File: src/rtl/vga_mem_pkg.sv
// rtl/vga_mem_pkg.sv - shared memory-bus types and pin levels for the VGA framebuffer path
package vga_mem_pkg;

  localparam int MEM_AW = 23;
  localparam int MEM_DW = 16;

  typedef enum logic [1:0] {
    ST_IDLE    = 2'd0,
    ST_READ    = 2'd1,
    ST_WRITE   = 2'd2,
    ST_RECOVER = 2'd3
  } psram_state_e;

  // Idle pin levels: strobes are active-low, async mode ties RAM control pins low.
  localparam logic STROBE_OFF   = 1'b1;
  localparam logic RAM_CTRL_LVL = 1'b0;
  localparam logic FLASH_DESEL  = 1'b1;

  function automatic int cnt_width(input int a, input int b, input int c);
    int m;
    m = a;
    if (b > m) m = b;
    if (c > m) m = c;
    return (m < 2) ? 1 : $clog2(m);
  endfunction

endpackage

File: src/rtl/psram_cycle_timer.sv
// rtl/psram_cycle_timer.sv - loadable down-counter that flags when a phase has run its cycles
module psram_cycle_timer #(
  parameter int W = 2
) (
  input  logic         clk,
  input  logic         reset,
  input  logic         i_load,
  input  logic [W-1:0] i_load_val,
  output logic         o_done
);

  logic [W-1:0] r_count;

  always_ff @(posedge clk or posedge reset) begin
    if (reset) begin
      r_count <= '0;
    end else if (i_load) begin
      r_count <= i_load_val;
    end else if (r_count != '0) begin
      r_count <= r_count - 1'b1;
    end
  end

  assign o_done = (r_count == '0);

endmodule

File: src/rtl/psram_async_ctrl.sv
// rtl/psram_async_ctrl.sv - async-mode cellular RAM controller: one word per request, registered strobes
module psram_async_ctrl
  import vga_mem_pkg::*;
#(
  parameter int RD_CYCLES   = 4,
  parameter int WR_CYCLES   = 4,
  parameter int TURN_CYCLES = 1
) (
  input  logic              clk,
  input  logic              reset,
  input  logic              req_valid,
  output logic              req_ready,
  input  logic              req_we,
  input  logic [MEM_AW-1:0] req_addr,
  input  logic [MEM_DW-1:0] req_wdata,
  output logic              rsp_valid,
  output logic [MEM_DW-1:0] rsp_data,
  output logic [MEM_AW-1:0] MemAdr,
  input  logic [MEM_DW-1:0] mem_db_in,
  output logic [MEM_DW-1:0] mem_db_out,
  output logic              mem_db_oe,
  output logic              MemOE,
  output logic              MemWR,
  output logic              RamCS,
  output logic              RamAdv,
  output logic              RamClk,
  output logic              RamCRE,
  output logic              RamLB,
  output logic              RamUB,
  output logic              FlashCS,
  output logic              FlashRp
);

  localparam int CW = cnt_width(RD_CYCLES, WR_CYCLES, TURN_CYCLES);
  localparam logic [CW-1:0] RD_LOAD   = CW'(RD_CYCLES - 1);
  localparam logic [CW-1:0] WR_LOAD   = CW'(WR_CYCLES - 1);
  localparam logic [CW-1:0] TURN_LOAD = CW'(TURN_CYCLES - 1);

  psram_state_e      r_state;
  logic [MEM_AW-1:0] r_mem_adr;
  logic [MEM_DW-1:0] r_db_out;
  logic              r_db_oe;
  logic              r_ram_cs;
  logic              r_mem_oe;
  logic              r_mem_wr;
  logic              r_rsp_valid;
  logic [MEM_DW-1:0] r_rsp_data;

  logic              w_accept;
  logic              w_load;
  logic [CW-1:0]     w_load_val;
  logic              w_done;

  assign req_ready = (r_state == ST_IDLE);
  assign w_accept  = req_valid && req_ready;

  always_comb begin
    w_load     = 1'b0;
    w_load_val = '0;
    case (r_state)
      ST_IDLE: begin
        if (w_accept) begin
          w_load     = 1'b1;
          w_load_val = req_we ? WR_LOAD : RD_LOAD;
        end
      end
      ST_READ, ST_WRITE: begin
        if (w_done) begin
          w_load     = 1'b1;
          w_load_val = TURN_LOAD;
        end
      end
      default: begin
        w_load     = 1'b0;
        w_load_val = '0;
      end
    endcase
  end

  psram_cycle_timer #(
    .W (CW)
  ) u_timer (
    .clk        (clk),
    .reset      (reset),
    .i_load     (w_load),
    .i_load_val (w_load_val),
    .o_done     (w_done)
  );

  always_ff @(posedge clk or posedge reset) begin
    if (reset) begin
      r_state     <= ST_IDLE;
      r_mem_adr   <= '0;
      r_db_out    <= '0;
      r_db_oe     <= 1'b0;
      r_ram_cs    <= STROBE_OFF;
      r_mem_oe    <= STROBE_OFF;
      r_mem_wr    <= STROBE_OFF;
      r_rsp_valid <= 1'b0;
      r_rsp_data  <= '0;
    end else begin
      r_rsp_valid <= 1'b0;
      case (r_state)
        ST_IDLE: begin
          if (w_accept) begin
            r_mem_adr <= req_addr;
            r_ram_cs  <= 1'b0;
            if (req_we) begin
              r_state  <= ST_WRITE;
              r_mem_wr <= 1'b0;
              r_db_oe  <= 1'b1;
              r_db_out <= req_wdata;
            end else begin
              r_state  <= ST_READ;
              r_mem_oe <= 1'b0;
            end
          end
        end
        ST_READ: begin
          if (w_done) begin
            r_rsp_data  <= mem_db_in;
            r_rsp_valid <= 1'b1;
            r_ram_cs    <= STROBE_OFF;
            r_mem_oe    <= STROBE_OFF;
            r_state     <= ST_RECOVER;
          end
        end
        ST_WRITE: begin
          // Bus drive is left on here so data is held past the MemWR rising edge.
          if (w_done) begin
            r_ram_cs <= STROBE_OFF;
            r_mem_wr <= STROBE_OFF;
            r_state  <= ST_RECOVER;
          end
        end
        ST_RECOVER: begin
          r_db_oe <= 1'b0;
          if (w_done) begin
            r_state <= ST_IDLE;
          end
        end
        default: begin
          r_state <= ST_IDLE;
        end
      endcase
    end
  end

  assign MemAdr     = r_mem_adr;
  assign mem_db_out = r_db_out;
  assign mem_db_oe  = r_db_oe;
  assign RamCS      = r_ram_cs;
  assign MemOE      = r_mem_oe;
  assign MemWR      = r_mem_wr;
  assign rsp_valid  = r_rsp_valid;
  assign rsp_data   = r_rsp_data;

  assign RamAdv  = RAM_CTRL_LVL;
  assign RamClk  = RAM_CTRL_LVL;
  assign RamCRE  = RAM_CTRL_LVL;
  assign RamLB   = RAM_CTRL_LVL;
  assign RamUB   = RAM_CTRL_LVL;
  assign FlashCS = FLASH_DESEL;
  assign FlashRp = FLASH_DESEL;

endmodule

File: config.mk
export PLATFORM = sky130hd
export DESIGN_NAME = psram_async_ctrl
export DESIGN_NICKNAME = d
export VERILOG_FILES = /design/src/rtl/vga_mem_pkg.sv /design/src/rtl/psram_cycle_timer.sv /design/src/rtl/psram_async_ctrl.sv
export SDC_FILE = /design/constraint.sdc
export NUM_CORES = 1
export LEC_CHECK = 0
export CORE_AREA = 2 2 89 91
export CTS_CLUSTER_DIAMETER = 80
export DETAILED_ROUTE_END_ITERATION = 12
export DIE_AREA = 0 0 91 93
export PLACE_DENSITY = 0.75
export SYNTH_ARGS = -nofsm -noshare
export SYNTH_HDL_FRONTEND = slang
export SYNTH_SLANG_ARGS = --single-unit
File: constraint.sdc
create_clock -name clk -period 2 [get_ports clk]
set_input_delay 0.3 -clock clk [delete_from_list [all_inputs] [get_ports clk]]
set_output_delay 0.3 -clock clk [all_outputs]
set_load 0.005 [all_outputs]
==> out/metrics.csv <==
stage,metric,value,unit
run_status,status,finished clean,
grt,GR Util All Layers,13.9,%
clocking,H-tree depth,3,
critical_path,crit path capture,req_ready,
die,Initial Util,35.9,%
die,Ports,127,
pwr,switch share,27.5,%
grt,largest net degree at the start of global routing,31,
routing,Initial DRC Count,17,
routing,DR pass1 iterations,2,
routing,Vias/cell,4.40,
die,row count,32,
critical_path,Reg2Reg Setup Slack,0.44,ns
layout,fill cell count,664,
sta,unrepaired setup endpoints after global routing,no,
grt,vias in the first global route,1887,
synthesis,ys async rst share,100,%
synthesis,register area share after synthesis,59.4,%
sta,final setup violation count,0,
sta,setup TNS,0,ns
place,post-DP HPWL,4.32,mm
pwr,Gate power share,45.4,%
critical_path,Crit. End Element,output pin,
sta,Hold Fails Final Rpt,0,
critical_path,Setup crit start,r_state[0],
die,die height,93,um
synthesis,Mapped Cells,179,
place,Placer Congestion,0.795,
clocking,CTS max path bufs,2,
grt,global route overflow,0,
clocking,clock latency at the later pin of the worst-skew pair,0.33,ns
job,max-cap violation count,0,
sta,Clock Skew,0.00753,ns
synthesis,flip-flop and latch count after synthesis,64,
synthesis,Yosys cell types,27,
synthesis,Synth Area per Inst,15.1,um2
sta,Peak Freq,524,MHz
clocking,clk slew on worst S/H paths,0.08,ns
clocking,clk sinks,64,
synthesis,Most used DFF post-synth,dfrtp_1,
layout,"most common cell after layout, fill and taps aside",clkdlybuf4s50_1,
critical_path,largest fanout on the critical path,8,
hold_path,Hold Crit Class,in2async,
pwr,internal power,4660,uW
place,port bufs,119,
synthesis,number of enable flip-flop cells after synthesis,0,
critical_path,CP startpoint kind,register,
synthesis,Synth Cell Area,2700,um2
pwr,Leak,0.00184,uW
sta,min cycle time layout,1.91,ns
layout,register area,1610,um2
pwr,Clk pwr share,18.5,%
clocking,cts bufs inserted,9,
clocking,Root Driver,clkbuf_8,
layout,Multi-input gate area,1010,um2
critical_path,Critical Path AT,1.61,ns
layout,ANT cells,0,
pwr,VDD IR max,0.741,mV
layout,fin nets,373,
die,DIE WIDTH,91,um
die,die area,8460,um2
critical_path,FF-to-FF Start,r_state[1],
layout,"commonest cells after routing, fill and taps aside","clkdlybuf4s50_1, dfrtp_1, mux2_2, mux2_4, clkbuf_8",
layout,share of layout cells above drive strength 1,27.3,%
critical_path,critical path class,reg2out,
clocking,cts hold-fix bufs,0,
layout,area delta synth->final,56.1,%
clocking,CTS tree,yes,
pwr,PwrDens,1520,nW/um2
grt,first-pass GRT wire length,9.32,mm
routing,DRC,0,
critical_path,capturing point of the worst reg2reg path,rsp_data[12],
critical_path,Worst EP required,1.70,ns
pwr,sequential share of power,36.1,%
routing,Post-Route WL,5.66,mm
sta,"Slew Viols, Final",0,
sta,Min Hold Slack,0.208,ns
critical_path,Worst R2R Path Depth,4,
routing,post-route ant nets,0,
die,core area,7530,um2
routing,Avg WL per Cell,13.7,um
sta,fin crit share,95.4,%
grt,initial antenna violation count,0,
routing,DR vias,1818,
clocking,# Post-CTS Setup Buffers,0,
synthesis,Synth warnings,0,
pwr,switching power,1770,uW
[kinds of logic (layout without fill, tap and decap cells)]
group	after synthesis	after routing	synth area share [%]
flops	64	64	59.4
mux	59	59	25.9
buf+inv	18	145	4.40
compound gates	14	14	3.05
simple gates	13	13	2.96
fa+ha+maj	8	8	3.70
other cells	2	7	0.278
xor+xnor	1	1	0.324
[metal layers]
metal  global-route usage, %  part of all wire, %
met1                    17.4                   44
met4                    4.92                  1.2
met3                    5.64                  9.0
met5                       0                    0
met2                    21.9                   46
[power by group through the flow]
| stage | combinational [uW] | clock [uW] | sequential, uW |
|---|---|---|---|
| after CTS | 2960 | 1240 | 2330 |
| after floorplan | 1290 | 0 | 2370 |
| after detailed placement | 2900 | 0 | 2350 |
| final | 2910 | 1190 | 2320 |
| after global routing | 3170 | 1290 | 2420 |
| after global placement | 2840 | 0 | 2310 |
[flip-flops by register name, summed over array words and instances (netlist names)]
register         count
MemAdr              23
mem_db_out          16
rsp_data            16
r_state              2
u_timer.r_count      2
MemOE                1
MemWR                1
RamCS                1
mem_db_oe            1
rsp_valid            1
[Yosys cell counts, types with 2 or more instances]
| master | number | area, um2 |
|---|---|---|
| mux2_2 | 44 | 495 |
| o21ai_0 | 3 | 15.0 |
| a21oi_1 | 5 | 25.0 |
| mux2_4 | 11 | 165 |
| mux2i_1 | 4 | 40.0 |
| inv_1 | 6 | 22.5 |
| buf_4 | 7 | 52.6 |
| buf_6 | 3 | 33.8 |
| conb_1 | 2 | 7.51 |
| dfrtp_1 | 61 | 1530 |
| nand2_1 | 3 | 11.3 |
| nor2_1 | 4 | 15.0 |
| o22ai_1 | 2 | 12.5 |
| ha_1 | 8 | 100 |
| buf_2 | 2 | 10.0 |
| dfstp_2 | 3 | 78.8 |
[critical path, cell delays in order (launching register included)]
cell	delay (ns)
dfrtp_1	0.42
inv_2	0.13
ha_4	0.22
clkdlybuf4s50_1	0.52
[cell type report]
class                      instances  share of cell area, %
clock buffer                       9                   2.94
tap                              102                   3.02
sequential                        64                   38.0
clock inverter                     7                   2.28
timing repair buffer             123                   29.2
multi-input combinational        102                   24.0
inverter                           6                  0.534
[through the flow]
stage	area [um2]	worst slack [ns]	power, uW	cells	utilization, %
4_1_cts	4220	0.00992	6520	413	56.1
5_1_grt	4220	0.00201	6880	413	56.1
3_5_place_dp	3990	0.159	5250	397	53.0
2_1_floorplan	2720	0.107	3660	184	-
6_report	4220	0.0915	6420	413	56.1
3_3_place_gp	3990	0.225	5150	397	53.0
[what timing repair did]
item | CTS | global route
setup endpoints to repair | 1 | 1
pin swaps | 0 | 0
gates resized for setup | 2 | 2
[how the worst min path moves through the flow]
stage	endpoint	slack, ns	cells after the start
after floorplan	mem_db_out[0]	0.45	1
final	MemAdr[20]	0.21	2
after detailed placement	MemAdr[1]	0.49	1
after global placement	MemAdr[20]	0.49	1
after global routing	MemAdr[20]	0.21	2
after CTS	MemAdr[20]	0.20	2
Note: power is estimated with default switching activity, not from simulation.
